===== config.mk =====
export PLATFORM = sky130hd
export DESIGN_NAME = msg_csr_bank_flat
export DESIGN_NICKNAME = d
export VERILOG_FILES = /design/src/rtl/msg_csr_pkg.sv /design/src/rtl/msg_csr_bank_if.sv /design/src/rtl/msg_csr_channel.sv /design/src/rtl/msg_csr_bank.sv /design/src/flat_wrapper.sv
export SDC_FILE = /design/constraint.sdc
export NUM_CORES = 1
export LEC_CHECK = 0
export ABC_AREA = 1
export CAP_MARGIN = 20
export CORE_ASPECT_RATIO = 1.2
export CORE_MARGIN = 1.5
export CORE_UTILIZATION = 41
export CTS_CLUSTER_SIZE = 10
export DETAILED_ROUTE_END_ITERATION = 10
export PLACE_DENSITY_LB_ADDON = 0.1
export REMOVE_ABC_BUFFERS = 1
export SYNTH_ARGS = -nofsm -noshare
export SYNTH_HDL_FRONTEND = slang
export SYNTH_HIERARCHICAL = 1
export SYNTH_SLANG_ARGS = --single-unit

===== constraint.sdc =====
create_clock -name clk -period 1.9 [get_ports clk]
set_input_delay 0.19 -clock clk [delete_from_list [all_inputs] [get_ports clk]]
set_output_delay 0.19 -clock clk [all_outputs]
set_load 0.05 [all_outputs]

===== src/rtl/msg_csr_pkg.sv =====
// Shared register map constants for the message-channel CSR bank.
package msg_csr_pkg;
  localparam logic [31:0] CONF_OFF      = 32'h0;
  localparam logic [31:0] REMOVER_OFF   = 32'h4;
  localparam logic [31:0] ADDER_OFF     = 32'h8;
  localparam logic [31:0] STATUS_OFF    = 32'hC;
  localparam logic [31:0] IRQ_EN_ADDR   = 32'hF0;
  localparam logic [31:0] IRQ_PEND_ADDR = 32'hF4;
  localparam logic [31:0] CH_STRIDE     = 32'h10;

  localparam int STS_BUSY_BIT = 0;
  localparam int STS_DONE_BIT = 1;
  localparam int STS_OVF_BIT  = 2;

  localparam logic [31:0] UNMAPPED_RDATA = 32'hFFFF_FFFF;
endpackage


===== src/rtl/msg_csr_bank_if.sv =====
// Avalon-MM slave bus; the host drives the master side, the CSR bank the slave side.
interface msg_csr_bank_if;
  logic [31:0] mm_address;
  logic [31:0] mm_writedata;
  logic        mm_write;
  logic        mm_read;
  logic [31:0] mm_readdata;
  logic        mm_readdatavalid;
  logic        mm_waitrequest;

  modport master (
    output mm_address, mm_writedata, mm_write, mm_read,
    input  mm_readdata, mm_readdatavalid, mm_waitrequest
  );

  modport slave (
    input  mm_address, mm_writedata, mm_write, mm_read,
    output mm_readdata, mm_readdatavalid, mm_waitrequest
  );
endinterface


===== src/rtl/msg_csr_channel.sv =====
// One message channel: word-count config, start pulse, busy/done/ovf status.
// All outputs registered; state changes land one cycle after the strobe.
module msg_csr_channel #(
  parameter int WORD_W = 8
) (
  input  logic              clk,
  input  logic              rst,
  input  logic              wr_conf,
  input  logic [WORD_W-1:0] conf_wdata,
  input  logic              w1c_done,
  input  logic              w1c_ovf,
  input  logic              ch_done,
  output logic [WORD_W-1:0] conf,
  output logic              msg_start,
  output logic              busy,
  output logic              done,
  output logic              ovf
);
  logic busy_eff;
  logic accept;
  logic reject;

  // A completion in the same cycle frees the channel before the write is judged.
  assign busy_eff = busy & ~ch_done;
  assign accept   = wr_conf & ~busy_eff;
  assign reject   = wr_conf & busy_eff;

  always_ff @(posedge clk) begin
    if (rst) begin
      conf      <= '0;
      msg_start <= 1'b0;
      busy      <= 1'b0;
      done      <= 1'b0;
      ovf       <= 1'b0;
    end else begin
      msg_start <= accept;
      if (accept) begin
        conf <= conf_wdata;
        busy <= 1'b1;
      end else if (ch_done) begin
        busy <= 1'b0;
      end
      // Hardware set takes priority over a software clear of the same bit.
      if (ch_done)       done <= 1'b1;
      else if (w1c_done) done <= 1'b0;
      if (reject)        ovf  <= 1'b1;
      else if (w1c_ovf)  ovf  <= 1'b0;
    end
  end
endmodule


===== src/rtl/msg_csr_bank.sv =====
// Multi-channel Avalon-MM CSR bank: decode, read mux, one-cycle read pipeline, irq.
// Reads return one cycle after acceptance; waitrequest only covers reset.
module msg_csr_bank
  import msg_csr_pkg::*;
#(
  parameter int NUM_CH = 4,
  parameter int WORD_W = 8,
  parameter int ADDR_W = 8
) (
  input  logic                     clk,
  input  logic                     rst,
  msg_csr_bank_if.slave            mm,
  output logic [NUM_CH*WORD_W-1:0] msg_words_out,
  output logic [NUM_CH-1:0]        msg_start,
  input  logic [NUM_CH*WORD_W-1:0] msg_words_in_remover,
  input  logic [NUM_CH*WORD_W-1:0] msg_words_in_adder,
  input  logic [NUM_CH-1:0]        ch_done,
  output logic                     irq
);
  logic              wait_q;
  logic              rvalid_q;
  logic [31:0]       rdata_q;
  logic [31:0]       rdata_nxt;
  logic [NUM_CH-1:0] irq_en;
  logic              wr_en;
  logic              rd_en;
  logic [31:0]       a32;
  logic [31:0]       ch32;
  logic [31:0]       off32;
  logic              ch_hit;
  logic              hit_irq_en;
  logic              hit_pend;
  logic              unused_bits;

  logic [WORD_W-1:0] conf_a [NUM_CH];
  logic [NUM_CH-1:0] busy_v;
  logic [NUM_CH-1:0] done_v;
  logic [NUM_CH-1:0] ovf_v;

  assign mm.mm_waitrequest   = wait_q;
  assign mm.mm_readdatavalid = rvalid_q;
  assign mm.mm_readdata      = rdata_q;

  assign wr_en = mm.mm_write & ~wait_q;
  assign rd_en = mm.mm_read & ~wait_q;

  // Address bits above ADDR_W alias onto the decoded window.
  assign a32        = 32'(mm.mm_address[ADDR_W-1:0]);
  assign ch32       = a32 / CH_STRIDE;
  assign off32      = a32 % CH_STRIDE;
  assign ch_hit     = (a32[1:0] == 2'b00) && (ch32 < 32'(NUM_CH));
  assign hit_irq_en = (a32 == IRQ_EN_ADDR);
  assign hit_pend   = (a32 == IRQ_PEND_ADDR);
  assign unused_bits = ^{mm.mm_address, mm.mm_writedata};

  for (genvar g = 0; g < NUM_CH; g++) begin : g_ch
    logic sel;
    logic st_wr;
    assign sel   = ch_hit && (ch32 == 32'(g));
    assign st_wr = wr_en && sel && (off32 == STATUS_OFF);

    msg_csr_channel #(.WORD_W(WORD_W)) u_ch (
      .clk        (clk),
      .rst        (rst),
      .wr_conf    (wr_en && sel && (off32 == CONF_OFF)),
      .conf_wdata (mm.mm_writedata[WORD_W-1:0]),
      .w1c_done   (st_wr && mm.mm_writedata[STS_DONE_BIT]),
      .w1c_ovf    (st_wr && mm.mm_writedata[STS_OVF_BIT]),
      .ch_done    (ch_done[g]),
      .conf       (conf_a[g]),
      .msg_start  (msg_start[g]),
      .busy       (busy_v[g]),
      .done       (done_v[g]),
      .ovf        (ovf_v[g])
    );

    assign msg_words_out[g*WORD_W +: WORD_W] = conf_a[g];
  end

  always_comb begin
    rdata_nxt = UNMAPPED_RDATA;
    if (hit_irq_en) begin
      rdata_nxt = 32'(irq_en);
    end else if (hit_pend) begin
      rdata_nxt = 32'(done_v & irq_en);
    end else if (ch_hit) begin
      for (int c = 0; c < NUM_CH; c++) begin
        if (ch32 == 32'(c)) begin
          case (off32)
            CONF_OFF:    rdata_nxt = 32'(conf_a[c]);
            REMOVER_OFF: rdata_nxt = 32'(msg_words_in_remover[c*WORD_W +: WORD_W]);
            ADDER_OFF:   rdata_nxt = 32'(msg_words_in_adder[c*WORD_W +: WORD_W]);
            STATUS_OFF: begin
              rdata_nxt               = '0;
              rdata_nxt[STS_BUSY_BIT] = busy_v[c];
              rdata_nxt[STS_DONE_BIT] = done_v[c];
              rdata_nxt[STS_OVF_BIT]  = ovf_v[c];
            end
            default:     rdata_nxt = UNMAPPED_RDATA;
          endcase
        end
      end
    end
  end

  always_ff @(posedge clk) begin
    if (rst) begin
      wait_q   <= 1'b1;
      rvalid_q <= 1'b0;
      rdata_q  <= '0;
      irq_en   <= '0;
      irq      <= 1'b0;
    end else begin
      wait_q   <= 1'b0;
      rvalid_q <= rd_en;
      rdata_q  <= rd_en ? rdata_nxt : '0;
      if (wr_en && hit_irq_en) irq_en <= mm.mm_writedata[NUM_CH-1:0];
      irq      <= |(done_v & irq_en);
    end
  end
endmodule

===== src/flat_wrapper.sv =====
// flat-port wrapper written by rule: the top's interface ports become plain ports
module msg_csr_bank_flat import msg_csr_pkg::*;
#(
  parameter int NUM_CH = 4,
  parameter int WORD_W = 8,
  parameter int ADDR_W = 8
)
  (clk, rst, msg_words_out, msg_start, msg_words_in_remover, msg_words_in_adder, ch_done, irq, mm_mm_address, mm_mm_writedata, mm_mm_write, mm_mm_read, mm_mm_readdata, mm_mm_readdatavalid, mm_mm_waitrequest);
  msg_csr_bank_if mm_i ();
  input  logic clk;
  input  logic rst;
  output logic [NUM_CH*WORD_W-1:0] msg_words_out;
  output logic [NUM_CH-1:0] msg_start;
  input  logic [NUM_CH*WORD_W-1:0] msg_words_in_remover;
  input  logic [NUM_CH*WORD_W-1:0] msg_words_in_adder;
  input  logic [NUM_CH-1:0] ch_done;
  output logic irq;
  input wire logic [$bits(mm_i.mm_address)-1:0] mm_mm_address;
  input wire logic [$bits(mm_i.mm_writedata)-1:0] mm_mm_writedata;
  input wire logic [$bits(mm_i.mm_write)-1:0] mm_mm_write;
  input wire logic [$bits(mm_i.mm_read)-1:0] mm_mm_read;
  output wire logic [$bits(mm_i.mm_readdata)-1:0] mm_mm_readdata;
  output wire logic [$bits(mm_i.mm_readdatavalid)-1:0] mm_mm_readdatavalid;
  output wire logic [$bits(mm_i.mm_waitrequest)-1:0] mm_mm_waitrequest;
  assign mm_i.mm_address = mm_mm_address;
  assign mm_i.mm_writedata = mm_mm_writedata;
  assign mm_i.mm_write = mm_mm_write;
  assign mm_i.mm_read = mm_mm_read;
  assign mm_mm_readdata = mm_i.mm_readdata;
  assign mm_mm_readdatavalid = mm_i.mm_readdatavalid;
  assign mm_mm_waitrequest = mm_i.mm_waitrequest;
  msg_csr_bank #(.NUM_CH(NUM_CH), .WORD_W(WORD_W), .ADDR_W(ADDR_W)) u_core (.clk(clk), .rst(rst), .mm(mm_i), .msg_words_out(msg_words_out), .msg_start(msg_start), .msg_words_in_remover(msg_words_in_remover), .msg_words_in_adder(msg_words_in_adder), .ch_done(ch_done), .irq(irq));
endmodule

==> impl_metrics.json <==
{
  "report.final.hold_viol_count": 0,
  "slowest_stage": "sky130_fd_sc_hd__clkdlybuf4s50_1",
  "synth-warning-count": 6,
  "io_buffer_count": 158,
  "finalHoldWorstSlack_ns": 0.464,
  "syn_inst_count": 637,
  "synth_top_cell_area_share_pct": 31.4,
  "die_outline_height_um": 112,
  "die_x_um": 94.1,
  "synthTopCellsByArea": "sky130_fd_sc_hd__dfxtp_1 31%, sky130_fd_sc_hd__nand2_1 15%, sky130_fd_sc_hd__nand3_1 13%, sky130_fd_sc_hd__nor2_1 6.6%, sky130_fd_sc_hd__a21oi_1 6.4%",
  "globalRoute.totalOverflow": 0,
  "dp.cells": 922,
  "cts_tree": "yes",
  "ys_ff_latch": 64,
  "area_enclosed_by_the_die_boundary_um2": 10600,
  "cts_sinks": 64,
  "power.switching_fraction_pct": 24.5,
  "run_status": "completed",
  "crit_family": "buffers and inverters",
  "power.ir.vdd_worst_mv": 0.615,
  "layout-drive-gt1-share_pct": 16.8,
  "clk-insertion-delay-late_ns": 0.34,
  "hpwl_mm": 11.2,
  "dpl-instance-area_um2": 6150,
  "layout.cells.non_filler": 938,
  "synth_cell_types": 28,
  "final.period_utilization_pct": 93.4,
  "grt_pass1_vias": 4463,
  "tightestPinTransition_ns": 0.559,
  "reg2reg_slack_ns": 0.34,
  "power.share.sequential_pct": 33.1,
  "clock_power_share_pct": 48.5,
  "path_cells": "clkdlybuf4s50_1",
  "antenna_cells_inserted": 0,
  "grt_first_pass_wirelength_mm": 22.7,
  "final_cell_area_um2": 6520,
  "h_tree_depth": 3,
  "total_drc_errors_in_the_routed_layout": 0,
  "gr-usage-all-layers_pct": 28.4,
  "power.density_nw_per_um2": 634,
  "boundaryPins": 207,
  "worst_setup_hold_path_clk_slew_ns": 0.05,
  "antenna_found_initial": 0,
  "vias": 4745,
  "fin_worst_skew_ns": 0.00493,
  "cts_buffers": 9,
  "drt-initial-drc-count": 291,
  "power_w": 0.00413,
  "holdBufCountCts": 0,
  "netSwitchingPower_w": 0.00101,
  "internal-power_w": 0.00312,
  "final_setup_violation_count": 0,
  "post-route-min-period_ns": 1.77,
  "initial_core_util_pct": 42.4,
  "route.detailed.vias_per_inst": 5.06,
  "avgRoutedWirePerCell_um": 15.4,
  "comb_power_share_pct": 18.3,
  "grt_max_degree": 32,
  "synth_largest_area_cell": "sky130_fd_sc_hd__dfxtp_1",
  "cell_leakage_power_nw": 2.81,
  "count_of_buffer_and_inverter_cells_on_the_critical_path": 1,
  "slew_headroom_pct": 62.6,
  "cts.repair_timing.setup_buffer_count": 0,
  "area.growth.synth_to_final_pct": 59.7,
  "unrepaired_setup_endpoints_after_global_routing": "false",
  "maxClockFrequency_mhz": 563,
  "fin_tns_setup_ns": 0,
  "routabilityCongestion": 0.965,
  "placeableCoreArea_um2": 9610,
  "row_count": 39,
  "drv.max_cap_violation_count": 0,
  "synth_sequential_area_ratio_pct": 31.4,
  "hold_class": "reg -> reg",
  "postRouteAntennaNets": 0,
  "critical_path_arrival_ns": 1.58,
  "critical_path.max_fanout": 3,
  "totalWireLength_mm": 14.4,
  "cts.path.max_buffers": 2,
  "required_ns": 1.71,
  "cpPeakStageDelay_ns": 0.87,
  "critPathKind": "reg -> out",
  "root_buffer": "sky130_fd_sc_hd__clkbuf_16",
  "ctsResizeCount": 0,
  "syn_area_per_cell_um2": 6.41,
  "drv_slew": 0,
  "nNetsFinal": 946,
  "area_of_the_mapped_netlist_um2": 4080,
  "critical_path.startpoint_type": "register",
  "number_of_optimization_iterations_in_the_first_detailed_route_pass": 5,
  "critical_path.endpoint_type": "primary output"
}
power by group through the flow:
| stage | Sequential (W) | Combinational [W] | Clock, W |
|---|---|---|---|
| after global placement | 0.00140 | 0.000746 | 0 |
| final | 0.00137 | 0.000758 | 0.00200 |
| after detailed placement | 0.00140 | 0.000752 | 0 |
| after CTS | 0.00137 | 0.000756 | 0.00203 |
| after global routing | 0.00137 | 0.000804 | 0.00210 |
| after floorplan | 0.00151 | 0.000170 | 0 |
worst paths after layout:
path,start,cells past startpoint,to
setup / recovery,u_core/g_ch[0].u_ch/conf[0],1,msg_words_out[0]
hold / removal,u_core/g_ch[3].u_ch/ovf,2,u_core/g_ch[3].u_ch/ovf
setup reg to reg,u_core/mm.mm_waitrequest,7,u_core/g_ch[3].u_ch/conf[6]
hold reg to reg,u_core/g_ch[3].u_ch/ovf,2,u_core/g_ch[3].u_ch/ovf
stage by stage:
step / utilization (%) / setup slack [ns]
after detailed placement: 64.0 / -0.101
after floorplan: - / -6.29
after CTS: 67.8 / 0.125
final: 67.8 / 0.125
after global routing: 67.8 / 0.0805
after global placement: 64.0 / -0.110
state kept, by name (all words and copies together), names as in the netlist:
register                    cells
u_core/g_ch.u_ch/ovf            4
u_core/irq                      1
u_core/mm.mm_waitrequest        1
u_core/irq_en                   4
u_core/g_ch.u_ch/conf          32
u_core/g_ch.u_ch/busy           4
u_core/mm.mm_readdatavalid      1
u_core/g_ch.u_ch/done           4
u_core/g_ch.u_ch/msg_start      4
u_core/mm.mm_readdata           9
synthesized netlist by cell type (all sizes together):
master,instances
a21oi,56
a41oi,1
and2,2
buf,46
clkbuf,1
clkinv,1
dfxtp,64
inv,74
nand2,179
nand3,106
nand4,12
nor2,82
nor3,5
nor3b,1
o21ai,7
cell usage in the layout (no fill, tap or decap), types with 9 or more instances in the layout:
master	count
sky130_fd_sc_hd__a21oi_1	52
sky130_fd_sc_hd__buf_12	33
sky130_fd_sc_hd__buf_4	42
sky130_fd_sc_hd__clkbuf_16	9
sky130_fd_sc_hd__clkdlybuf4s50_1	134
sky130_fd_sc_hd__dfxtp_1	64
sky130_fd_sc_hd__inv_1	64
sky130_fd_sc_hd__inv_2	9
sky130_fd_sc_hd__nand2_1	165
sky130_fd_sc_hd__nand2_2	9
sky130_fd_sc_hd__nand3_1	104
sky130_fd_sc_hd__nand4_1	12
sky130_fd_sc_hd__nor2_1	72
routing by layer:
layer  GRT usage [%]  vias to the layer above  wire length, um
met5               0                        -                0
met4            12.7                        0              427
met3            5.28                       26              900
met2            48.4                      206             7040
met1            34.3                     2149             6060
li1                -                     2364                -
final cells by class:
| type | count | area (um^2) |
|---|---|---|
| flip-flops and latches | 64 | 1280 |
| clock buffers | 12 | 267 |
| inverters | 75 | 285 |
| repair buffers | 209 | 2320 |
| multi-input cells | 451 | 2110 |
| clock inverters | 4 | 98.8 |
| well taps | 123 | 154 |
| fillers | 858 | 3100 |
cells by family (layout without fill, tap and decap cells):
kind of cell / Yosys count / after routing / share of synthesized area, %
buf+inv: 122 / 300 / 17.3
compound gates: 64 / 64 / 8.31
flops: 64 / 64 / 31.4
simple gates: 387 / 387 / 43.0
(Power assumes the default switching activity.)
